[config.mk]
export PLATFORM = sky130hd
export DESIGN_NAME = temp_sensor_reader
export DESIGN_NICKNAME = d
export VERILOG_FILES = /design/src/rtl/greenhouse_pkg.sv /design/src/rtl/serial_byte_rx.sv /design/src/rtl/temp_sensor_reader.sv
export SDC_FILE = /design/constraint.sdc
export NUM_CORES = 1
export LEC_CHECK = 0
export CAP_MARGIN = 10
export CORE_MARGIN = 1
export CORE_UTILIZATION = 30
export CTS_CLUSTER_DIAMETER = 80
export DETAILED_ROUTE_END_ITERATION = 8
export PLACE_DENSITY = 0.52
export SETUP_SLACK_MARGIN = 0.05
export SLEW_MARGIN = 25
export SYNTH_ARGS = -nofsm -noshare
export SYNTH_HDL_FRONTEND = slang
export SYNTH_SLANG_ARGS = --single-unit
[constraint.sdc]
create_clock -name clk -period 2.4 [get_ports clk]
set_clock_uncertainty 0.1 [all_clocks]
set_input_delay 0.6 -clock clk [delete_from_list [all_inputs] [get_ports clk]]
set_output_delay 0.6 -clock clk [all_outputs]
set_load 0.05 [all_outputs]
[src/rtl/greenhouse_pkg.sv]
// Shared types and constants for the greenhouse temperature front end.
// State encoding, channel indices, sensor fault word and the signed temperature type.
package greenhouse_pkg;

    typedef enum logic [2:0] {
        IDLE,
        SEL,
        SHIFT,
        DESEL,
        UPDATE
    } state_t;

    localparam logic CH_GREENHOUSE = 1'b0;
    localparam logic CH_OUTSIDE    = 1'b1;

    localparam logic [7:0] FAULT_CODE_DEFAULT = 8'h80;

    typedef logic signed [7:0] temp_t;

endpackage

[src/rtl/serial_byte_rx.sv]
// Tick divider, sclk generator and 8-bit MSB-first shift register for one sensor read.
// o_done fires on the tick that returns sclk low after the 8th rising edge; o_byte then holds the word.
module serial_byte_rx #(
    parameter int CLK_DIV = 4
) (
    input  logic       clk,
    input  logic       rst_n,
    input  logic       i_en,
    input  logic       i_shift,
    input  logic       i_miso,
    output logic       o_tick,
    output logic       o_sclk,
    output logic       o_done,
    output logic [7:0] o_byte
);

    localparam int DW = (CLK_DIV > 1) ? $clog2(CLK_DIV) : 1;
    localparam logic [DW-1:0] DIV_MAX = DW'(CLK_DIV - 1);

    logic [DW-1:0] r_div;
    logic          r_sclk;
    logic [2:0]    r_falls;
    logic [7:0]    r_shift;
    logic          w_tick;

    assign w_tick = i_en && (r_div == DIV_MAX);

    always_ff @(posedge clk or negedge rst_n) begin
        if (!rst_n) begin
            r_div   <= '0;
            r_sclk  <= 1'b0;
            r_falls <= 3'd0;
            r_shift <= 8'd0;
        end else begin
            // Held at zero while idle so the first tick after launch is a full period away.
            if (!i_en || r_div == DIV_MAX) begin
                r_div <= '0;
            end else begin
                r_div <= r_div + 1'b1;
            end

            if (!i_shift) begin
                r_sclk  <= 1'b0;
                r_falls <= 3'd0;
            end else if (w_tick) begin
                r_sclk <= ~r_sclk;
                if (!r_sclk) begin
                    r_shift <= {r_shift[6:0], i_miso};
                end else begin
                    r_falls <= r_falls + 3'd1;
                end
            end
        end
    end

    assign o_tick = w_tick;
    assign o_sclk = r_sclk;
    assign o_done = w_tick && i_shift && r_sclk && (r_falls == 3'd7);
    assign o_byte = r_shift;

endmodule

[src/rtl/temp_sensor_reader.sv]
// Periodically reads greenhouse and outside sensors, publishes temps, fault flags and outside>greenhouse.
// Launch to UPDATE is 36*CLK_DIV clocks; outputs and sample_valid change one clock later.
module temp_sensor_reader
    import greenhouse_pkg::*;
#(
    parameter int         CLK_DIV       = 4,
    parameter int         SAMPLE_PERIOD = 1000,
    parameter logic [7:0] FAULT_CODE    = FAULT_CODE_DEFAULT
) (
    input  logic       clk,
    input  logic       rst_n,
    input  logic       miso,
    output logic       sclk,
    output logic [1:0] cs_n,
    output logic [7:0] greenhouse_temp,
    output logic [7:0] outside_temp,
    output logic       temp_g_greenhouse_temp,
    output logic       sample_valid,
    output logic [1:0] sensor_fault
);

    localparam int PW = $clog2(SAMPLE_PERIOD);
    localparam logic [PW-1:0] PERIOD_MAX = PW'(SAMPLE_PERIOD - 1);

    logic [PW-1:0] r_period;
    state_t        r_state;
    logic          r_ch;
    logic [1:0]    r_cs_n;
    logic [7:0]    r_hold;
    temp_t         r_gh;
    temp_t         r_out;
    logic          r_flag;
    logic          r_valid;
    logic [1:0]    r_fault;

    logic          w_tick;
    logic          w_done;
    logic [7:0]    w_byte;
    logic          w_gh_fault;
    logic          w_out_fault;
    temp_t         w_gh_next;
    temp_t         w_out_next;

    serial_byte_rx #(.CLK_DIV(CLK_DIV)) u_rx (
        .clk     (clk),
        .rst_n   (rst_n),
        .i_en    (r_state != IDLE),
        .i_shift (r_state == SHIFT),
        .i_miso  (miso),
        .o_tick  (w_tick),
        .o_sclk  (sclk),
        .o_done  (w_done),
        .o_byte  (w_byte)
    );

    // The outside word is still in the shift register during UPDATE; the greenhouse word was parked in r_hold.
    assign w_gh_fault  = (r_hold == FAULT_CODE);
    assign w_out_fault = (w_byte == FAULT_CODE);
    assign w_gh_next   = w_gh_fault  ? r_gh  : temp_t'(r_hold);
    assign w_out_next  = w_out_fault ? r_out : temp_t'(w_byte);

    always_ff @(posedge clk or negedge rst_n) begin
        if (!rst_n) begin
            r_period <= '0;
            r_state  <= IDLE;
            r_ch     <= CH_GREENHOUSE;
            r_cs_n   <= 2'b11;
            r_hold   <= 8'd0;
            r_gh     <= '0;
            r_out    <= '0;
            r_flag   <= 1'b0;
            r_valid  <= 1'b0;
            r_fault  <= 2'b00;
        end else begin
            r_period <= (r_period == PERIOD_MAX) ? '0 : r_period + 1'b1;
            r_valid  <= 1'b0;

            case (r_state)
                IDLE: begin
                    // A wrap that lands outside IDLE is simply missed.
                    if (r_period == '0) begin
                        r_ch    <= CH_GREENHOUSE;
                        r_cs_n  <= 2'b10;
                        r_state <= SEL;
                    end
                end
                SEL: begin
                    if (w_tick) r_state <= SHIFT;
                end
                SHIFT: begin
                    if (w_done) begin
                        r_cs_n  <= 2'b11;
                        r_state <= DESEL;
                    end
                end
                DESEL: begin
                    if (w_tick) begin
                        if (r_ch == CH_GREENHOUSE) begin
                            r_hold  <= w_byte;
                            r_ch    <= CH_OUTSIDE;
                            r_cs_n  <= 2'b01;
                            r_state <= SEL;
                        end else begin
                            r_state <= UPDATE;
                        end
                    end
                end
                UPDATE: begin
                    r_gh    <= w_gh_next;
                    r_out   <= w_out_next;
                    r_fault <= {w_out_fault, w_gh_fault};
                    r_flag  <= (w_out_next > w_gh_next);
                    r_valid <= 1'b1;
                    r_state <= IDLE;
                end
                default: begin
                    r_cs_n  <= 2'b11;
                    r_state <= IDLE;
                end
            endcase
        end
    end

    assign cs_n                   = r_cs_n;
    assign greenhouse_temp        = r_gh;
    assign outside_temp           = r_out;
    assign temp_g_greenhouse_temp = r_flag;
    assign sample_valid           = r_valid;
    assign sensor_fault           = r_fault;

endmodule

After elaboration in Yosys (flattened, before gate mapping)
Cells that the tools add are included.
{"block": "classes", "bitwise": 3, "add_sub_neg": 3, "n_mux": 24, "n_lt_le_gt_ge": 1, "n_reduce_logical": 17, "eq_ne": 16}
{"cell": "two-way mux 3 bit", "n": 8}
{"cell": "equality test 8 bit (second input constant)", "n": 2}
{"cell": "two-way mux 8 bit", "n": 2}
{"cell": "case mux 3 bit (4 select lines)", "n": 1}
{"cell": "adder 10 x 1 -> 10 bit (second input constant)", "n": 1}
{"cell": "equality test 10 bit (second input constant)", "n": 1}
{"cell": "zero test 10 bit", "n": 1}
{"cell": "two-way mux 10 bit", "n": 1}
{"cell": "two-way mux 2 bit", "n": 5}
{"cell": "!= test 2 bit (second input constant)", "n": 5}
{"cell": "AND reduction 3 bit", "n": 3}
{"cell": "> comparator 8 bit", "n": 1}
{"cell": "case mux 2 bit (4 select lines)", "n": 1}
{"cell": "equality test 3 x 2 -> 1 bit (second input constant)", "n": 2}
{"cell": "equality test 3 bit (second input constant)", "n": 2}
{"cell": "two-way mux 1 bit", "n": 5}
{"cell": "AND reduction 5 bit", "n": 1}
{"cell": "logical AND 1 bit", "n": 4}
{"cell": "!= test 2 x 1 -> 1 bit (second input constant)", "n": 2}
{"cell": "AND reduction 4 bit", "n": 1}
{"cell": "adder 3 x 1 -> 3 bit (second input constant)", "n": 1}
{"cell": "equality test 3 x 1 -> 1 bit (second input constant)", "n": 1}
{"cell": "zero test 3 bit", "n": 1}
{"cell": "NOT 1 bit", "n": 3}
{"cell": "other kinds (9)", "n": 9}
{"block": "word_totals", "regBits": 58, "elab_cells": 78, "output_inout_bits": 23, "inputBits": 3}

Depth between registers and ports, before layout
{"block": "logic_depth", "ltp_word": 7, "depth_mapped": 10, "ltp_nobuf": 10}

Modules after synthesis
From an unflattened synthesis, not the netlist that was laid out.
{"block": "unflattened", "cells_unflattened": 253, "area_unflattened_um2": 2901.5}
{"module": "temp_sensor_reader", "cells_each": 208, "seq_area_each_um2": 1103.6, "n_inst": 1, "area_each_um2": 2265.9}
{"module": "serial_byte_rx", "cells_each": 45, "seq_area_each_um2": 350.3, "n_inst": 1, "area_each_um2": 635.6}

Worst setup path after synthesis
Ideal clock, no wire load.
{"block": "synth_path", "kind": "register to register", "from": "reg u_rx.r_shift[0], in the netlist u_rx.o_byte[0]", "to": "reg r_flag, in the netlist temp_g_greenhouse_temp", "setup_slack_ns": -0.179, "required_ns": 2.179, "synth_period_minus_slack_ns": 2.579, "path_stages_with_launch": 10, "arrival_ns": 2.358, "setup_time_ns": 0.121, "path_buffers": 0, "cell_sequence": "dfrtp_1 nor4_1 nand3b_1 nor3_4 mux2_2 ha_1 nand2_1 o41ai_1 a31oi_1 o22a_1"}
{"block": "synth_between", "elab_chain_len": 3}
{"item": "start: declaration", "line": "serial_byte_rx.sv:23", "source": "logic [7:0] r_shift;"}
{"item": "start signal: assignment", "line": "serial_byte_rx.sv:48", "source": "r_shift <= {r_shift[6:0], i_miso};"}
{"item": "equality test 8 bit", "line": "temp_sensor_reader.sv:58", "source": "assign w_out_fault = (w_byte == FAULT_CODE);"}
{"item": "two-way mux 8 bit", "line": "temp_sensor_reader.sv:60", "source": "assign w_out_next = w_out_fault ? r_out : temp_t'(w_byte);"}
{"item": "named net w_out_next[7]", "line": "temp_sensor_reader.sv:42", "source": "temp_t w_out_next;"}
{"item": "> comparator 8 bit", "line": "temp_sensor_reader.sv:112", "source": "r_flag <= (w_out_next > w_gh_next);"}
{"item": "end signal: assignment", "line": "temp_sensor_reader.sv:112"}
{"item": "end: declaration", "line": "temp_sensor_reader.sv:32", "source": "logic r_flag;"}
The timed path passes the listed nets, and every way through them passes these cells.
A chain may end at the register's enable or synchronous reset.

Worst setup path in the final report
Ends and elaborated chain as after synthesis.

==> run metrics <==
Netlist cell types 44; Port Buf Inserts 25; number of synthesized flops with an enable pin 0; yosys warns 0; post-synthesis register bit count 58; Rel. slew slack 65.60%; H-tree Lvls 3; Area Overhead vs Synth 28.74%; gate count of the mapped netlist 240; critical path startpoint category register; nets@finish 307; chip width 98.23 um; TritonCTS clock tree done; Hold Vio Cnt, Final 0; Arr. time, crit path 2480 ps; initial antenna violation count 0; Pre-Repair DR Iteration Count 6; RSZ-0062 raised after global routing true; Power Density 560.4 nW/um^2; placeable core area 8848 um^2; Final Setup Violations 0; total power 2.004 mW; Placed Area 3314 um^2; critical path type reg -> reg; antenna cells 0; Pins Over Slew Limit 0; top_reg_cell synth dfrtp_1; total gr overflow 0; first-pass GRT wire length 10340 um; Async SR Flop Fraction 100.0%; fin crit share 98.50%; worst-margin pin slew 515.9 ps; Sink Count 58; largest net degree at the start of global routing 30; TritonCTS buffer count 9; DR vias 1955; vias per cell 4.839; DRT iter0 DRCs 103; Design Area, Final 3576 um^2; Worst Path Required 2520 ps; clk slew on worst S/H paths 60 ps; Total GRT Usage 13.88%; Worst setup EP type register; gpl congestion 0.8331; vias in the first global route 2021; CTS max path bufs 2; Seq/Total Area, Yosys 52.34%; syn_nets 256; status complete, no violations; syn_area_per_cell 11.57 um^2; hold_ws 96.39 ps; row cnt 34; Max Cap Violations 0; Routed WL 5837 um; Final TNS setup 0 ps; worst skew pair latency 340 ps; maximum VDD drop 0.2572 mV; Root Buffer clkbuf_8; die area 9648 um^2; leakage power 1.652 nW; Residual DRC 0; achievable frequency 423.0 MHz; # IOs 26; Avg WL per Cell 14.45 um; layout cells sized above 1 29.05%; minimum clock period 2364 ps; initial core utilization 31.39%; Post-Syn Area 2778 um^2; final setup margin 36.10 ps; dpl hpwl 4184 um; Routed Antenna Nets 0; dpl ws -143.2 ps; Worst Reg-to-Reg Cells 9; Tightest Hold Check Type in -> async; Worst Path Max Fanout 2; die height 98.23 um
==> power by group <==
group	total [mW]	switching [mW]	internal [mW]
Clock	0.941	0.377	0.564
Combinational	0.0720	0.0401	0.0319
Sequential	0.991	0.00691	0.984
Total	2.00	0.424	1.58
==> registers in the layout, summed over array words and instances, names as in the netlist, 2 cells and up <==
name / count
r_period: 10
greenhouse_temp: 8
outside_temp: 8
r_hold: 8
u_rx.o_byte: 8
r_state: 3
u_rx.r_falls: 3
cs_n: 2
sensor_fault: 2
u_rx.r_div: 2
==> cells by family after synthesis <==
group	share of synthesized area (%)
compound gates	11.85
xor+xnor	2.838
fa+ha+maj	5.856
buf+inv	2.523
flops	52.34
mux	11.62
simple gates	12.97
==> Yosys cell counts (all sizes together), types with 7 or more instances <==
| cell | instances | area, um^2 |
|---|---|---|
| a21oi | 19 | 95.09 |
| nor3 | 9 | 56.31 |
| nor2 | 17 | 63.81 |
| mux2 | 26 | 322.8 |
| a22o | 8 | 70.07 |
| clkbuf | 7 | 26.28 |
| nand3 | 7 | 35.03 |
| ha | 13 | 162.7 |
| nand2 | 15 | 56.30 |
| dfrtp | 56 | 1401 |
==> critical path, cell delays in order (launching register included) <==
cell and delay, ps:
dfrtp_1 390, nor4_2 260, nand3b_1 160, nor3_4 170, mux2_4 330, ha_4 270, nand2_2 50, o41ai_2 290
a31oi_1 70, o22a_1 160
==> per-stage QoR <==
step / std cells / utilization (%)
2_1_floorplan: 240 / -
3_3_place_gp: 385 / 37.46
3_5_place_dp: 385 / 37.46
4_1_cts: 403 / 40.26
5_1_grt: 404 / 40.41
6_report: 404 / 40.41
==> path summary, 6_finish.rpt <==
check | endpoint | slack [ps] | start
worst max-delay path | temp_g_greenhouse_temp | 40 | u_rx.o_byte[0]
worst min-delay path | r_period[2] | 100 | rst_n
worst min register to register | u_rx.r_div[0] | 360 | u_rx.r_div[0]
min in group clk | u_rx.r_div[0] | 360 | u_rx.r_div[0]
max in group asynchronous | greenhouse_temp[7] | 1550 | rst_n
worst max register to register | temp_g_greenhouse_temp | 40 | u_rx.o_byte[0]
==> metal layers <==
| layer | up-vias | routed length [um] | track usage [%] |
|---|---|---|---|
| li1 | 977 | - | - |
| met1 | 943 | 3114 | 19.75 |
| met2 | 25 | 2469 | 19.77 |
| met3 | 10 | 129 | 2.863 |
| met4 | 0 | 124 | 7.348 |
| met5 | - | 0 | 0 |
==> layout make-up <==
class                           instances  area [um^2]
Inverter                                4        15.01
Tap cell                              108        135.1
Clock buffer                           14        172.7
Fill cell                             867         5273
Timing Repair Buffer                   51        450.4
Sequential cell                        58         1454
Clock inverter                          2        35.03
Multi-Input combinational cell        167         1314
==> timing repair <==
action | in CTS | in global routing
endpoints found under the setup margin | 2 | 1
gates cloned | 0 | 0
pin swaps | 9 | 2
hold buffers | 0 | 0
setup buffers | 2 | 1
resized for setup | 9 | 2
endpoints found under the hold margin | 0 | 0
==> cell usage in the layout, fill, tap and decap left out, types with 2 or more instances in the layout <==
cell type / instances
clkbuf_1: 2
nand2_2: 2
or3b_1: 2
nor3_1: 8
and3_1: 3
a21oi_2: 2
nor2_1: 16
dfrtp_1: 56
clkbuf_8: 12
nor2b_1: 2
a21o_1: 6
clkdlybuf4s50_1: 21
nand3b_1: 2
xnor2_1: 3
o21ai_1: 2
o21ai_0: 3
xor2_1: 6
mux2_2: 17
nand2_1: 13
dfstp_2: 2
a31oi_1: 2
ha_1: 12
buf_4: 26
a21oi_1: 17
a22o_1: 8
nand3_1: 7
mux2_4: 9
inv_1: 4
nand2b_1: 2
No activity file was read; power rests on OpenSTA's default activity.
